--- src/rtl/alu_shift_seq_if.sv ---
// Command/operand and result bundle for alu_shift_seq.
// Handshake: start is a request sampled only while the block is idle; busy marks an accepted
// op in flight; done is a one-cycle pulse on the cycle result, flags and err are refreshed.
interface alu_shift_seq_if #(
  parameter int WIDTH = 16,
  parameter int SHW   = $clog2(WIDTH)
);
  logic             start;
  logic [5:0]       ctrl;
  logic             c_flag;
  logic [WIDTH-1:0] a;
  logic [WIDTH-1:0] b;
  logic [SHW-1:0]   shamt;

  logic             busy;
  logic             done;
  logic [WIDTH-1:0] result;
  logic             flag_c;
  logic             flag_z;
  logic             flag_s;
  logic             flag_v;
  logic             err;

  modport master (
    output start, ctrl, c_flag, a, b, shamt,
    input  busy, done, result, flag_c, flag_z, flag_s, flag_v, err
  );

  modport slave (
    input  start, ctrl, c_flag, a, b, shamt,
    output busy, done, result, flag_c, flag_z, flag_s, flag_v, err
  );
endinterface

--- src/rtl/alu_shift_seq.sv ---
// Multi-cycle ALU: single-cycle arithmetic/logic ops and bit-serial shifts/rotates,
// with registered result, flags and error indication.
module alu_shift_seq #(
  parameter int WIDTH   = 16,
  parameter int SHW     = $clog2(WIDTH),
  parameter bit USE_CIN = 1'b0
) (
  input  logic           clk,
  input  logic           rst_n,
  alu_shift_seq_if.slave bus,
  output logic [1:0]     o_dbg_state
);

  // Op codes written as ctrl[5:0]; the bit order is the reverse of the Ctrl0..Ctrl5 notation.
  localparam logic [5:0] OP_ADD = 6'b010010;
  localparam logic [5:0] OP_SUB = 6'b100010;
  localparam logic [5:0] OP_OR  = 6'b010100;
  localparam logic [5:0] OP_NOT = 6'b001100;
  localparam logic [5:0] OP_XOR = 6'b011100;
  localparam logic [5:0] OP_AND = 6'b011000;
  localparam logic [5:0] OP_MOV = 6'b000000;
  localparam logic [5:0] OP_INC = 6'b110110;
  localparam logic [5:0] OP_DEC = 6'b000110;
  localparam logic [5:0] OP_SLA = 6'b001001;
  localparam logic [5:0] OP_SLL = 6'b000001;
  localparam logic [5:0] OP_ROL = 6'b010001;
  localparam logic [5:0] OP_SRA = 6'b001101;
  localparam logic [5:0] OP_SRL = 6'b000101;
  localparam logic [5:0] OP_ROR = 6'b010101;

  localparam logic [SHW-1:0] CNT_ONE = SHW'(1);

  typedef enum logic [1:0] {
    S_IDLE  = 2'd0,
    S_EXEC  = 2'd1,
    S_SHIFT = 2'd2,
    S_DONE  = 2'd3
  } state_t;

  state_t r_state;
  state_t w_next;

  logic [5:0]       r_op;
  logic [WIDTH-1:0] r_a;
  logic [WIDTH-1:0] r_b;
  logic             r_cin;
  logic [SHW-1:0]   r_cnt;
  logic [WIDTH-1:0] r_work;
  logic             r_c;
  logic             r_v;
  logic             r_err;

  logic [WIDTH-1:0] r_result;
  logic             r_fc;
  logic             r_fz;
  logic             r_fs;
  logic             r_fv;
  logic             r_err_q;
  logic             r_done;

  function automatic logic is_shift(input logic [5:0] op);
    return (op == OP_SLA) || (op == OP_SLL) || (op == OP_ROL) ||
           (op == OP_SRA) || (op == OP_SRL) || (op == OP_ROR);
  endfunction

  logic w_start_shift;
  assign w_start_shift = is_shift(bus.ctrl) && (bus.shamt != '0);

  always_ff @(posedge clk or negedge rst_n) begin
    if (!rst_n) r_state <= S_IDLE;
    else        r_state <= w_next;
  end

  // SHIFT keeps one extra cycle after the last step so the exit is taken on counter==0.
  always_comb begin
    w_next = r_state;
    case (r_state)
      S_IDLE:  if (bus.start) w_next = w_start_shift ? S_SHIFT : S_EXEC;
      S_EXEC:  w_next = S_DONE;
      S_SHIFT: if (r_cnt == '0) w_next = S_DONE;
      S_DONE:  w_next = S_IDLE;
      default: w_next = S_IDLE;
    endcase
  end

  logic [WIDTH-1:0] w_op2;
  logic [WIDTH-1:0] w_res;
  logic [WIDTH:0]   w_sum;
  logic             w_cin;
  logic             w_arith;
  logic             w_err;
  logic             w_c;
  logic             w_v;

  always_comb begin
    w_op2   = '0;
    w_cin   = 1'b0;
    w_arith = 1'b0;
    w_res   = r_a;
    w_err   = 1'b0;
    w_c     = 1'b0;
    w_v     = 1'b0;
    case (r_op)
      OP_ADD: begin w_arith = 1'b1; w_op2 = r_b;  w_cin = USE_CIN ? r_cin : 1'b0; end
      OP_SUB: begin w_arith = 1'b1; w_op2 = ~r_b; w_cin = USE_CIN ? r_cin : 1'b1; end
      OP_INC: begin w_arith = 1'b1; w_op2 = {{(WIDTH-1){1'b0}}, 1'b1}; end
      OP_DEC: begin w_arith = 1'b1; w_op2 = '1; end
      OP_OR:  w_res = r_a | r_b;
      OP_NOT: w_res = ~r_a;
      OP_XOR: w_res = r_a ^ r_b;
      OP_AND: w_res = r_a & r_b;
      OP_MOV, OP_SLA, OP_SLL, OP_ROL, OP_SRA, OP_SRL, OP_ROR: w_res = r_a;
      default: w_err = 1'b1;
    endcase
    w_sum = {1'b0, r_a} + {1'b0, w_op2} + {{WIDTH{1'b0}}, w_cin};
    if (w_arith) begin
      w_res = w_sum[WIDTH-1:0];
      w_c   = w_sum[WIDTH];
      w_v   = (r_a[WIDTH-1] == w_op2[WIDTH-1]) && (w_sum[WIDTH-1] != r_a[WIDTH-1]);
    end
  end

  logic [WIDTH-1:0] w_step;
  logic             w_step_c;
  logic             w_step_v;

  always_comb begin
    w_step   = r_work;
    w_step_c = r_c;
    w_step_v = r_v;
    case (r_op)
      OP_SLL: begin
        w_step   = {r_work[WIDTH-2:0], 1'b0};
        w_step_c = r_work[WIDTH-1];
      end
      OP_SLA: begin
        w_step   = {r_work[WIDTH-2:0], 1'b0};
        w_step_c = r_work[WIDTH-1];
        w_step_v = r_v | (r_work[WIDTH-1] ^ r_work[WIDTH-2]);
      end
      OP_ROL: begin
        w_step   = {r_work[WIDTH-2:0], r_work[WIDTH-1]};
        w_step_c = r_work[WIDTH-1];
      end
      OP_SRL: begin
        w_step   = {1'b0, r_work[WIDTH-1:1]};
        w_step_c = r_work[0];
      end
      OP_SRA: begin
        w_step   = {r_work[WIDTH-1], r_work[WIDTH-1:1]};
        w_step_c = r_work[0];
      end
      OP_ROR: begin
        w_step   = {r_work[0], r_work[WIDTH-1:1]};
        w_step_c = r_work[0];
      end
      default: ;
    endcase
  end

  always_ff @(posedge clk or negedge rst_n) begin
    if (!rst_n) begin
      r_op     <= '0;
      r_a      <= '0;
      r_b      <= '0;
      r_cin    <= 1'b0;
      r_cnt    <= '0;
      r_work   <= '0;
      r_c      <= 1'b0;
      r_v      <= 1'b0;
      r_err    <= 1'b0;
      r_result <= '0;
      r_fc     <= 1'b0;
      r_fz     <= 1'b0;
      r_fs     <= 1'b0;
      r_fv     <= 1'b0;
      r_err_q  <= 1'b0;
      r_done   <= 1'b0;
    end else begin
      r_done <= 1'b0;
      case (r_state)
        S_IDLE: begin
          if (bus.start) begin
            r_op   <= bus.ctrl;
            r_a    <= bus.a;
            r_b    <= bus.b;
            r_cin  <= bus.c_flag;
            r_cnt  <= bus.shamt;
            r_work <= bus.a;
            r_c    <= 1'b0;
            r_v    <= 1'b0;
            r_err  <= 1'b0;
          end
        end
        S_EXEC: begin
          r_work <= w_res;
          r_c    <= w_c;
          r_v    <= w_v;
          r_err  <= w_err;
        end
        S_SHIFT: begin
          if (r_cnt != '0) begin
            r_work <= w_step;
            r_c    <= w_step_c;
            r_v    <= w_step_v;
            r_cnt  <= r_cnt - CNT_ONE;
          end
        end
        S_DONE: begin
          r_result <= r_work;
          r_fc     <= r_c;
          r_fv     <= r_v;
          r_fz     <= (r_work == '0);
          r_fs     <= r_work[WIDTH-1];
          r_err_q  <= r_err;
          r_done   <= 1'b1;
        end
        default: ;
      endcase
    end
  end

  assign bus.busy    = (r_state == S_EXEC) || (r_state == S_SHIFT);
  assign bus.done    = r_done;
  assign bus.result  = r_result;
  assign bus.flag_c  = r_fc;
  assign bus.flag_z  = r_fz;
  assign bus.flag_s  = r_fs;
  assign bus.flag_v  = r_fv;
  assign bus.err     = r_err_q;
  assign o_dbg_state = r_state;

endmodule

--- src/flat_wrapper.sv ---
// flat-port wrapper written by rule: the top's interface ports become plain ports
module alu_shift_seq_flat 
#(
  parameter int WIDTH   = 16,
  parameter int SHW     = $clog2(WIDTH),
  parameter bit USE_CIN = 1'b0
)
  (clk, rst_n, o_dbg_state, bus_start, bus_ctrl, bus_c_flag, bus_a, bus_b, bus_shamt, bus_busy, bus_done, bus_result, bus_flag_c, bus_flag_z, bus_flag_s, bus_flag_v, bus_err);
  alu_shift_seq_if #(.WIDTH(WIDTH), .SHW(SHW)) bus_i ();
  input  logic clk;
  input  logic rst_n;
  output logic [1:0] o_dbg_state;
  input wire logic [$bits(bus_i.start)-1:0] bus_start;
  input wire logic [$bits(bus_i.ctrl)-1:0] bus_ctrl;
  input wire logic [$bits(bus_i.c_flag)-1:0] bus_c_flag;
  input wire logic [$bits(bus_i.a)-1:0] bus_a;
  input wire logic [$bits(bus_i.b)-1:0] bus_b;
  input wire logic [$bits(bus_i.shamt)-1:0] bus_shamt;
  output wire logic [$bits(bus_i.busy)-1:0] bus_busy;
  output wire logic [$bits(bus_i.done)-1:0] bus_done;
  output wire logic [$bits(bus_i.result)-1:0] bus_result;
  output wire logic [$bits(bus_i.flag_c)-1:0] bus_flag_c;
  output wire logic [$bits(bus_i.flag_z)-1:0] bus_flag_z;
  output wire logic [$bits(bus_i.flag_s)-1:0] bus_flag_s;
  output wire logic [$bits(bus_i.flag_v)-1:0] bus_flag_v;
  output wire logic [$bits(bus_i.err)-1:0] bus_err;
  assign bus_i.start = bus_start;
  assign bus_i.ctrl = bus_ctrl;
  assign bus_i.c_flag = bus_c_flag;
  assign bus_i.a = bus_a;
  assign bus_i.b = bus_b;
  assign bus_i.shamt = bus_shamt;
  assign bus_busy = bus_i.busy;
  assign bus_done = bus_i.done;
  assign bus_result = bus_i.result;
  assign bus_flag_c = bus_i.flag_c;
  assign bus_flag_z = bus_i.flag_z;
  assign bus_flag_s = bus_i.flag_s;
  assign bus_flag_v = bus_i.flag_v;
  assign bus_err = bus_i.err;
  alu_shift_seq #(.WIDTH(WIDTH), .SHW(SHW), .USE_CIN(USE_CIN)) u_core (.clk(clk), .rst_n(rst_n), .bus(bus_i), .o_dbg_state(o_dbg_state));
endmodule
--- config.mk ---
export PLATFORM = sky130hd
export DESIGN_NAME = alu_shift_seq_flat
export DESIGN_NICKNAME = d
export VERILOG_FILES = /design/src/rtl/alu_shift_seq_if.sv /design/src/rtl/alu_shift_seq.sv /design/src/flat_wrapper.sv
export SDC_FILE = /design/constraint.sdc
export NUM_CORES = 1
export LEC_CHECK = 0
export BUFFER_PORTS_ARGS = -buffer_cell sky130_fd_sc_hd__buf_2
export CAP_MARGIN = 25
export CORE_MARGIN = 5
export CORE_UTILIZATION = 40
export DETAILED_ROUTE_END_ITERATION = 8
export GPL_ROUTABILITY_DRIVEN = 1
export PLACE_DENSITY = 0.66
export SLEW_MARGIN = 20
export SYNTH_ARGS = -nofsm -noshare
export SYNTH_HDL_FRONTEND = slang
export SYNTH_SLANG_ARGS = --single-unit
--- constraint.sdc ---
create_clock -name clk -period 4.7 [get_ports clk]
set_input_delay 0.94 -clock clk [delete_from_list [all_inputs] [get_ports clk]]
set_output_delay 0.94 -clock clk [all_outputs]
set_load 0.05 [all_outputs]
==> impl_metrics.toml <==
[status]
status = "completed"

[global_routing]
grt_pass1_wl_um = 28310
met2_usage = 0.2870
grt_overflow = 0
grt_max_degree = 55
antenna_found_initial = 0
globalRouteTotalUtil = 0.1942
grt_pass1_vias = 5213
grt_busiest_layer = "met1"
use_met3 = 0.03220
use_met1 = 0.2885

[die]
die-area_mm2 = 0.01854
chipWidth_um = 136.1
coreArea_mm2 = 0.01577
die_h_um = 136.1
rows = 46
initial_core_util = 0.4036
io-pin-count = 71

[setup_path]
endpoint_kind = "flip-flop"
critPathSlowestCell = "or4b_2"
critPathLaunchType = "flip-flop"
crit_chain = "xnor2_1, a21oi_1, or4b_2, fa_1, fa_1, nor2b_1, o31ai_1, buf_4, a211oi_1, o311ai_0, a21o_1, a22oi_1"
crit_arrival_ps = 4250
critical_path_class = "reg2reg"
crit_fanout = 15
cp.required_ps = 4960
critPathMaxStageDelay_ps = 640
path_common_cell = "fa_1"

[synthesis]
synth_edf_count = 0
synth_warnings = 0
yosys.area.top_type = "dfrtp_1"
ys_seq_area_frac = 0.3303
synth_seq_cells = 84
netlist_instances = 702
yosysTopAreaCellShare = 0.3303
netlist_top_cells_area = "dfrtp_1 33%, mux2_2 11%, ha_1 11%, a21oi_1 4.2%, o21ai_0 3.9%"
syn_avg_cell_area_um2 = 9.067
ys_types = 64
synth_area_mm2 = 0.006365
synthArstFlopShare = 1.000
synth.net_count = 804
synth-main-ff-cell = "dfrtp_1"

[place]
finalWeightedCongestion = 0.9457
portBuffers = 69
hpwl_um = 12930
place_area_mm2 = 0.006898

[pwr]
leakagePower_nw = 3.246
power_per_cell_area_mw_per_mm2 = 747.7
ir_drop_mv = 0.2424
power_mw = 5.360

[clock_network]
clockBufferDepth = 2
cts_made_buffers = 9
clock_latency_ps = 350
cts-root-buf = "clkbuf_16"
cts_resized = 0
postCtsSetupBuffers = 0
ctsHoldBuffers = 0
cts_max_level = 3
clkSlewWorstSetupHoldPaths_ps = 60
cts_sinks = 84
cts_tree = "yes"

[sta]
hold_viol = 0
fin_crit_sh = 0.8481
fmax_mhz = 250.9
worst_clock_skew_ps = 7.166
worst_pin_slew_ps = 1006
tns_ps = 0
fin_crit_ps = 3986
maxSlewHeadroom = 0.3295
rsz0062_at_grt = "false"
setup_viol = 0
report.final.slew_viol_count = 0

[routing]
num_vias = 5531
wirelength_um = 17530
drc_errors = 0
first_pass_iters = 7
ant_nets = 0
wire_per_inst_um = 17.96
drtIter0Drc = 501
via_per_inst = 5.667

[layout]
antennaDiodeCount = 0
fin_nets = 857
area_growth_pct = 12.62
mostFrequentLayoutCells = "84 x dfrtp_1, 68 x buf_2, 61 x mux2_2"
seq_area_mm2 = 0.002102
fill_cells = 1599
multi_input_area_mm2 = 0.003900
final_area_mm2 = 0.007168
drive_gt1_frac = 0.2171
final_common_cell = "dfrtp_1"

[min_path]
min_path_type = "reg2reg"

[job]
cap_violations = 0
[metrics by stage]
stage	cells	hold WS (ps)	setup slack [ps]	util
floorplan	702	467.0	1160	-
global placement	960	491.3	799.0	0.4374
detailed placement	960	491.9	748.0	0.4374
CTS	976	506.3	732.9	0.4545
global route	976	518.9	422.2	0.4545
finish	976	497.4	713.8	0.4545
[routing by layer]
| metal | wire, µm | vias to the layer above |
|---|---|---|
| li1 | - | 2694 |
| met4 | 292 | 0 |
| met5 | 0 | - |
| met1 | 8624 | 2640 |
| met2 | 7589 | 181 |
| met3 | 1024 | 16 |
[path summary, 6_finish.rpt]
path	startpoint	end	slack, ps	cells after the start
min in group asynchronous	rst_n	u_core.r_cnt[1]	650	1
max reg2reg	u_core.r_op[4]	u_core.r_c	710	12
min reg2reg	u_core.bus.flag_v	u_core.bus.flag_v	500	1
min	u_core.bus.flag_v	u_core.bus.flag_v	500	1
max in group asynchronous	rst_n	u_core.bus.result[6]	3180	2
max	u_core.r_op[4]	u_core.r_c	710	12
[critical path: cells and delay by family, from the launching register on]
kind            cells  cell delay (ps)
compound gates      6             1090
xor+xnor            1              380
fa+ha+maj           2              910
buf+inv             1              170
flops               1              530
simple gates        2              820
[cell type report]
class / count / area share
clock inverter: 6 / 0.005760
inverter: 52 / 0.02723
clock buffer: 10 / 0.03194
sequential: 84 / 0.2932
multi-input combinational: 528 / 0.5441
timing repair buffer: 80 / 0.06005
tap: 216 / 0.03770
[sequential cells by signal, indices dropped and copies added, names as in the netlist]
signal and flops:
u_core.bus.flag_c 1, u_core.r_work 16, u_core.r_b 16, u_core.bus.err 1, u_core.bus.result 16, u_core.r_c 1, u_core.r_v 1, u_core.r_op 6
u_core.bus.flag_v 1, u_core.o_dbg_state 2, u_core.r_err 1, u_core.r_a 16, u_core.bus.done 1, u_core.r_cnt 4, u_core.bus.flag_z 1
[cells in the mapped netlist, types with 7 or more instances]
cell type	n
buf_2	7
a21oi_1	53
nor2b_1	8
mux2_2	61
a211oi_1	9
or3_1	9
nand2_1	52
o21ai_0	50
clkbuf_1	25
ha_1	54
nor2_1	37
o211ai_1	23
inv_1	52
nand3_1	13
a22oi_1	11
mux2i_1	12
dfrtp_1	84
nor3_1	14
o221ai_1	8
a31oi_1	7
[report_power, final]
group / internal (mW) / switching, mW / total, mW / leakage [nW]
Combinational: 1.22 / 1.92 / 3.13 / 2.10
Clock: 0.358 / 0.304 / 0.662 / 0.136
Sequential: 1.09 / 0.468 / 1.56 / 1.01
[logic make-up after synthesis]
kind of cell | share of synthesized area
XOR/XNOR | 0.01514
flip-flops | 0.3303
multiplexers | 0.1268
adder cells (fa/ha/maj) | 0.1140
AND/OR/NAND/NOR | 0.1494
AO/OA/AOI/OAI | 0.2070
buffers and inverters | 0.05740
No activity file was read; power rests on OpenSTA's default activity.
